$ cat config.mk
export PLATFORM = sky130hd
export DESIGN_NAME = branch_pred_ctrl_flat
export DESIGN_NICKNAME = d
export VERILOG_FILES = /design/src/rtl/bp_pkg.sv /design/src/rtl/branch_pred_ctrl_if.sv /design/src/rtl/bp_inflight_fifo.sv /design/src/rtl/branch_pred_ctrl.sv /design/src/flat_wrapper.sv
export SDC_FILE = /design/constraint.sdc
export NUM_CORES = 1
export LEC_CHECK = 0
export ABC_AREA = 1
export BUFFER_PORTS_ARGS = -buffer_cell sky130_fd_sc_hd__buf_2
export CAP_MARGIN = 40
export CORE_MARGIN = 10
export CORE_UTILIZATION = 50
export DETAILED_ROUTE_END_ITERATION = 10
export PLACE_DENSITY = 0.86
export SYNTH_ARGS = -nofsm -noshare
export SYNTH_HDL_FRONTEND = slang
export SYNTH_HIERARCHICAL = 1
export SYNTH_SLANG_ARGS = --single-unit
$ cat constraint.sdc
create_clock -name clk -period 3.52 [get_ports clk]
set_input_delay 0.528 -clock clk [delete_from_list [all_inputs] [get_ports clk]]
set_output_delay 0.528 -clock clk [all_outputs]
set_load 0.03 [all_outputs]
$ cat src/rtl/bp_pkg.sv
// Shared types for the branch predictor controller:
// 2-bit counters, in-flight entry layout, counter update.
package bp_pkg;

  localparam int BP_IDX_W = 4;

  typedef logic [1:0] ctr2_t;

  localparam ctr2_t CTR_SNT = 2'd0;
  localparam ctr2_t CTR_WNT = 2'd1;
  localparam ctr2_t CTR_WT  = 2'd2;
  localparam ctr2_t CTR_ST  = 2'd3;

  typedef struct packed {
    logic [BP_IDX_W-1:0] idx;
    logic                pred;
  } bp_entry_t;

  function automatic ctr2_t sat_update(
    input ctr2_t ctr,
    input logic  taken
  );
    ctr2_t r;
    r = ctr;
    unique case (1'b1)
      taken  && (ctr != CTR_ST):  r = ctr + 2'd1;
      !taken && (ctr != CTR_SNT): r = ctr - 2'd1;
      default:                    r = ctr;
    endcase
    return r;
  endfunction

endpackage

$ cat src/rtl/branch_pred_ctrl_if.sv
// Fetch/execute <-> predictor bundle.
// master: fetch+execute side; slave: branch_pred_ctrl.
interface branch_pred_ctrl_if #(
  parameter int PC_W  = 64,
  parameter int CNT_W = 3
);

  logic             fetch_valid;
  logic [PC_W-1:0]  fetch_pc;
  logic             pred_taken;
  logic             fetch_stall;
  logic             resolve_valid;
  logic             resolve_taken;
  logic             mispredict;
  logic [CNT_W-1:0] inflight;

  modport master (
    output fetch_valid, fetch_pc,
    output resolve_valid, resolve_taken,
    input  pred_taken, fetch_stall,
    input  mispredict, inflight
  );

  modport slave (
    input  fetch_valid, fetch_pc,
    input  resolve_valid, resolve_taken,
    output pred_taken, fetch_stall,
    output mispredict, inflight
  );

endinterface

$ cat src/rtl/bp_inflight_fifo.sv
// In-order queue of outstanding predictions.
// push/pop/clear in; rdata (head), full, empty, count out.
module bp_inflight_fifo
  import bp_pkg::*;
#(
  parameter  int DEPTH = 4,
  localparam int AW    = $clog2(DEPTH),
  localparam int CW    = AW + 1
) (
  input  logic          clk,
  input  logic          rst_n,
  input  logic          push_i,
  input  logic          pop_i,
  input  logic          clear_i,
  input  bp_entry_t     wdata_i,
  output bp_entry_t     rdata_o,
  output logic          full_o,
  output logic          empty_o,
  output logic [CW-1:0] count_o
);

  bp_entry_t     mem_q [DEPTH];
  logic [AW-1:0] wr_q, wr_d;
  logic [AW-1:0] rd_q, rd_d;
  logic [CW-1:0] cnt_q, cnt_d;
  logic          do_push, do_pop;

  assign full_o  = (cnt_q == CW'(DEPTH));
  assign empty_o = (cnt_q == '0);
  assign count_o = cnt_q;
  assign rdata_o = mem_q[rd_q];

  assign do_push = push_i & ~full_o;
  assign do_pop  = pop_i & ~empty_o;

  always_comb begin
    wr_d  = wr_q;
    rd_d  = rd_q;
    cnt_d = cnt_q;
    if (clear_i) begin
      wr_d  = '0;
      rd_d  = '0;
      cnt_d = '0;
    end else begin
      if (do_push) wr_d = wr_q + AW'(1);
      if (do_pop)  rd_d = rd_q + AW'(1);
      cnt_d = cnt_q + CW'(do_push) - CW'(do_pop);
    end
  end

  always_ff @(posedge clk or negedge rst_n) begin
    if (!rst_n) begin
      wr_q  <= '0;
      rd_q  <= '0;
      cnt_q <= '0;
    end else begin
      wr_q  <= wr_d;
      rd_q  <= rd_d;
      cnt_q <= cnt_d;
    end
  end

  // Payload needs no reset: it is only read while count != 0.
  always_ff @(posedge clk) begin
    if (do_push && !clear_i) mem_q[wr_q] <= wdata_i;
  end

endmodule

$ cat src/rtl/branch_pred_ctrl.sv
// Branch predictor controller: PHT of 2-bit counters,
// in-flight queue, training and mispredict pulse. clk, reset (async low), bp.
module branch_pred_ctrl
  import bp_pkg::*;
#(
  parameter  int PC_W  = 64,
  parameter  int IDX_W = BP_IDX_W,
  parameter  int DEPTH = 4,
  localparam int CW    = $clog2(DEPTH) + 1,
  localparam int NENT  = 1 << IDX_W
) (
  input  logic clk,
  input  logic reset,
  branch_pred_ctrl_if.slave bp
);

  ctr2_t            pht_q [NENT];
  ctr2_t            pht_d [NENT];
  logic             misp_q, misp_d;
  logic [IDX_W-1:0] fidx;
  logic             pred;
  bp_entry_t        head, wentry;
  logic             full, empty;
  logic             push, pop, flush_now;
  logic [CW-1:0]    count;
  logic             unused_pc;

  assign fidx      = bp.fetch_pc[IDX_W+1:2];
  assign unused_pc = ^{bp.fetch_pc[PC_W-1:IDX_W+2], bp.fetch_pc[1:0]};
  assign pred      = pht_q[fidx][1];

  assign pop       = bp.resolve_valid & ~empty;
  assign flush_now = pop & (head.pred != bp.resolve_taken);
  // Fetch in the flushing cycle is wrong-path and is dropped.
  assign push      = bp.fetch_valid & ~full & ~flush_now;

  assign wentry = '{idx: fidx, pred: pred};

  bp_inflight_fifo #(.DEPTH(DEPTH)) u_fifo (
    .clk     (clk),
    .rst_n   (reset),
    .push_i  (push),
    .pop_i   (pop),
    .clear_i (flush_now),
    .wdata_i (wentry),
    .rdata_o (head),
    .full_o  (full),
    .empty_o (empty),
    .count_o (count)
  );

  always_comb begin
    pht_d  = pht_q;
    misp_d = flush_now;
    if (pop) begin
      pht_d[head.idx] = sat_update(pht_q[head.idx], bp.resolve_taken);
    end
  end

  always_ff @(posedge clk or negedge reset) begin
    if (!reset) begin
      for (int i = 0; i < NENT; i++) pht_q[i] <= CTR_WNT;
      misp_q <= 1'b0;
    end else begin
      pht_q  <= pht_d;
      misp_q <= misp_d;
    end
  end

  assign bp.pred_taken  = pred;
  assign bp.fetch_stall = full;
  assign bp.mispredict  = misp_q;
  assign bp.inflight    = count;

endmodule

$ cat src/flat_wrapper.sv
// flat-port wrapper written by rule: the top's interface ports become plain ports
module branch_pred_ctrl_flat import bp_pkg::*;
#(
  parameter  int PC_W  = 64,
  parameter  int IDX_W = BP_IDX_W,
  parameter  int DEPTH = 4,
  localparam int CW    = $clog2(DEPTH) + 1,
  localparam int NENT  = 1 << IDX_W
)
  (clk, reset, bp_fetch_valid, bp_fetch_pc, bp_resolve_valid, bp_resolve_taken, bp_pred_taken, bp_fetch_stall, bp_mispredict, bp_inflight);
  branch_pred_ctrl_if #(.PC_W(PC_W), .CNT_W((3))) bp_i ();
  input  logic clk;
  input  logic reset;
  input wire logic [$bits(bp_i.fetch_valid)-1:0] bp_fetch_valid;
  input wire logic [$bits(bp_i.fetch_pc)-1:0] bp_fetch_pc;
  input wire logic [$bits(bp_i.resolve_valid)-1:0] bp_resolve_valid;
  input wire logic [$bits(bp_i.resolve_taken)-1:0] bp_resolve_taken;
  output wire logic [$bits(bp_i.pred_taken)-1:0] bp_pred_taken;
  output wire logic [$bits(bp_i.fetch_stall)-1:0] bp_fetch_stall;
  output wire logic [$bits(bp_i.mispredict)-1:0] bp_mispredict;
  output wire logic [$bits(bp_i.inflight)-1:0] bp_inflight;
  assign bp_i.fetch_valid = bp_fetch_valid;
  assign bp_i.fetch_pc = bp_fetch_pc;
  assign bp_i.resolve_valid = bp_resolve_valid;
  assign bp_i.resolve_taken = bp_resolve_taken;
  assign bp_pred_taken = bp_i.pred_taken;
  assign bp_fetch_stall = bp_i.fetch_stall;
  assign bp_mispredict = bp_i.mispredict;
  assign bp_inflight = bp_i.inflight;
  branch_pred_ctrl #(.PC_W(PC_W), .IDX_W(IDX_W), .DEPTH(DEPTH)) u_core (.clk(clk), .reset(reset), .bp(bp_i));
endmodule
==> flow_summary.ini <==
[run_status]
status = finished clean

[placed_design]
gp_congestion = 0.8720
port_buffers = 14
post-place-ws_ns = 0.4800
hpwl_um = 5213

[job]
maxCapViolCount = 0

[setup_path]
worstReg2RegStart = u_core/u_fifo/rd_q[0]
cpMostUsedCell = inv_1
slowest_stage = or3b_2
worst_ep_required_time_ns = 3.75
cp-start-kind = register
path_delay_family = adder cells
reg2reg_to = u_core/u_fifo/count_o[2]
endpoint_kind = register
crit_chain = buf_4 > o21ai_2 > o22ai_1 > o21ai_0 > a21oi_1 > or3b_2 > inv_1 > nand2_1 > ha_1 > inv_1 > ha_1 > inv_1 > fa_1 > a21oi_1 > nor2_1
max_stage_delay_ns = 0.49
crit_buf_inv = 4
reg2reg_depth = 15
worstSetupPathType = reg -> reg
cp.arrival_ns = 3.28
reg2reg_slack_ns = 0.47
crit_fanout = 8

[global_routing]
groute.usage.overall_pct = 15.30
grt_overflow = 0
grt_pass1_wl_um = 12520
grt_max_degree = 39
grt_pass1_vias = 2749
antenna_found_initial = 0

[synth]
ys_warn_count = 6
async_reset_ff_share_pct = 66.67
ys_ff_latch = 60
synth_top_area_share_pct = 20.20
syn_avg_cell_area_um2 = 7.714
synth_edf_count = 20
synth_ff_type = dfrtp_1
syn-num-nets = 500
synth_area_leader_cell = nand2_1
ys_seq_area_share_pct = 49.58
synthCells = 424
synthTopCellsByArea = nand2_1 (20%), dfrtp_1 (18%), edfxtp_1 (18%), dfstp_2 (13%), inv_1 (5.5%)
synthesis.area_um2 = 3271
synth.distinct_cells = 26

[hold_path]
min_path_type = in -> reg
hold_path_end = u_core/u_fifo/mem_q[1][4]
hold_depth = 1
min_from = bp_fetch_pc[5]

[clock_tree]
htreeDepth = 3
cts_resized = 0
hold_buffers = 1
cts_tree = done
cts_buffers = 9
clock-sinks = 60
cts_setup_buffers = 0
clk_pin_slew_ns = 0.07
clock_path_buffers = 2
clkLatencyLatePin_ns = 0.34
root_buffer = clkbuf_8

[route]
vias_per_cell = 5.244
drtIter0Drc = 254
vias = 2753
remaining_drc_errors = 0
wl_um = 7346
wl_per_cell_um = 13.99
ant_nets = 0
dr.pass1.iters = 5

[power_and_ir_drop]
power.density_nw_per_um2 = 849.5
pwr-share-comb_pct = 45.9
power_frac_clock_pct = 16.8
seqPwrFrac_pct = 37.3
power_switching_w = 0.001378
vdd_drop_max_mv = 0.5129
leakagePower_nw = 1.764
switching_share_pct = 45.82
power.internal_w = 0.001630

[finish]
nets = 519
drive_gt1_share_pct = 13.17
n_antenna_cell = 0
syn_to_final_growth_pct = 8.263
fill_cells = 561
utilization_pct = 55.76

[die]
fp.dieArea_um2 = 10180
num_rows = 29
start_util_pct = 51.51
fp.dieH_um = 100.9
pin_count = 75
core_um2 = 6350
die_width_um = 100.9

[sta]
relSlewSlack_pct = 54.61
setup-violations-final = 0
skew_ns = 0.007683
finalHoldViolations = 0
fin_crit_sh_pct = 86.64
grt_setup_unrepaired = no
timing.fmax_mhz = 327.9
finalWorstSetupSlack_ns = 0.4704
fin_setup_tns_ns = 0
worst_pin_slew_ns = 0.6808
finalMaxSlewViolations = 0
timing.final.crit_period_ns = 3.050
-- cell usage after synthesis, drive strengths merged (3+ instances only) --
master  instances
dfstp          16
mux2i           4
a21oi           6
nand2         179
edfxtp         20
dfrtp          24
o211ai          3
o21ai          19
buf            12
nor2           42
nand4           4
o22ai           5
nand3          28
ha              6
inv            53
-- worst max-delay path by stage --
stage / start / end / slack, ns / cells after the start
detailed placement: u_core/u_fifo/rd_q[0] / u_core/u_fifo/count_o[2] / 0.48 / 16
CTS: u_core/u_fifo/rd_q[0] / u_core/u_fifo/count_o[2] / 0.47 / 16
global placement: u_core/u_fifo/rd_q[0] / u_core/u_fifo/count_o[2] / 0.53 / 15
finish: u_core/u_fifo/rd_q[0] / u_core/u_fifo/count_o[2] / 0.47 / 15
floorplan: u_core/u_fifo/count_o[1] / u_core/u_fifo/count_o[2] / 0.61 / 16
global route: u_core/u_fifo/rd_q[0] / u_core/u_fifo/count_o[2] / 0.22 / 16
-- placed cells by master, fill, tap and decap left out --
master | synthesis | layout
o21ai_1 | 9 | 9
buf_12 | 0 | 1
a21oi_1 | 6 | 6
dfstp_2 | 16 | 16
dlygate4sd3_1 | 0 | 1
inv_2 | 5 | 5
dfrtp_1 | 24 | 24
inv_1 | 48 | 48
nor4_1 | 1 | 1
nand2_2 | 3 | 3
or3b_2 | 1 | 1
ha_1 | 6 | 6
nor2_2 | 2 | 2
buf_4 | 3 | 4
nand4_1 | 4 | 4
nand3_1 | 28 | 28
clkbuf_8 | 0 | 9
o22ai_1 | 5 | 5
nand2_1 | 176 | 176
edfxtp_1 | 20 | 20
nor2_1 | 40 | 40
o211ai_1 | 3 | 3
fa_1 | 1 | 1
o21ai_0 | 9 | 9
clkbuf_1 | 0 | 4
mux2i_1 | 4 | 4
clkinv_2 | 0 | 3
o21ai_2 | 1 | 1
buf_2 | 1 | 14
-- per-layer routing --
layer	global-route usage, %	share of wire, %	up-vias
met5	0	0	-
met4	7.935	2.2	0
met2	24.28	48	101
li1	-	-	1365
met1	18.75	44	1269
met3	3.772	6.1	18
-- cell families (layout without fill, tap and decap cells) --
logic type | count (synthesis) | count (layout) | synth area share [%]
fa+ha+maj | 7 | 7 | 2.907
buf+inv | 65 | 89 | 9.449
mux | 4 | 4 | 1.224
simple gates | 255 | 255 | 31.25
flops | 60 | 60 | 49.58
compound gates | 33 | 33 | 5.585
-- layout make-up --
| class | count | area [um^2] | area share [%] |
|---|---|---|---|
| Clock inverter | 3 | 15.01 | 0.4240 |
| Timing Repair Buffer | 20 | 130.1 | 3.675 |
| Multi-Input combinational cell | 299 | 1340 | 37.84 |
| Sequential cell | 60 | 1622 | 45.80 |
| Tap cell | 77 | 96.34 | 2.721 |
| Clock buffer | 13 | 138.9 | 3.922 |
| Inverter | 53 | 198.9 | 5.618 |
-- state kept, by name, summed over array words and instances (netlist names) --
name                   flops
u_core/u_fifo/mem_q       20
u_core/u_fifo/wr_q         2
u_core/u_fifo/rd_q         2
u_core/bp.mispredict       1
u_core/pht_q              32
u_core/u_fifo/count_o      3
-- through the flow --
step | total power (W) | hold WS, ns | cells | cell area (um^2)
floorplan | 0.002211 | 0.2324 | 424 | 3271
detailed placement | 0.002489 | 0.3395 | 508 | 3377
global placement | 0.002425 | 0.4563 | 507 | 3357
global route | 0.003252 | 0.4660 | 525 | 3541
finish | 0.003008 | 0.4589 | 525 | 3541
CTS | 0.003006 | 0.4419 | 525 | 3541
-- power by group through the flow --
stage / combinational, W / sequential [W] / clock, W
5_1_grt: 0.00156 / 0.00115 / 0.000547
3_3_place_gp: 0.00131 / 0.00112 / 0
2_1_floorplan: 0.00108 / 0.00113 / 0
3_5_place_dp: 0.00136 / 0.00113 / 0
4_1_cts: 0.00137 / 0.00112 / 0.000522
6_report: 0.00138 / 0.00112 / 0.000504
(Power assumes the default switching activity.)
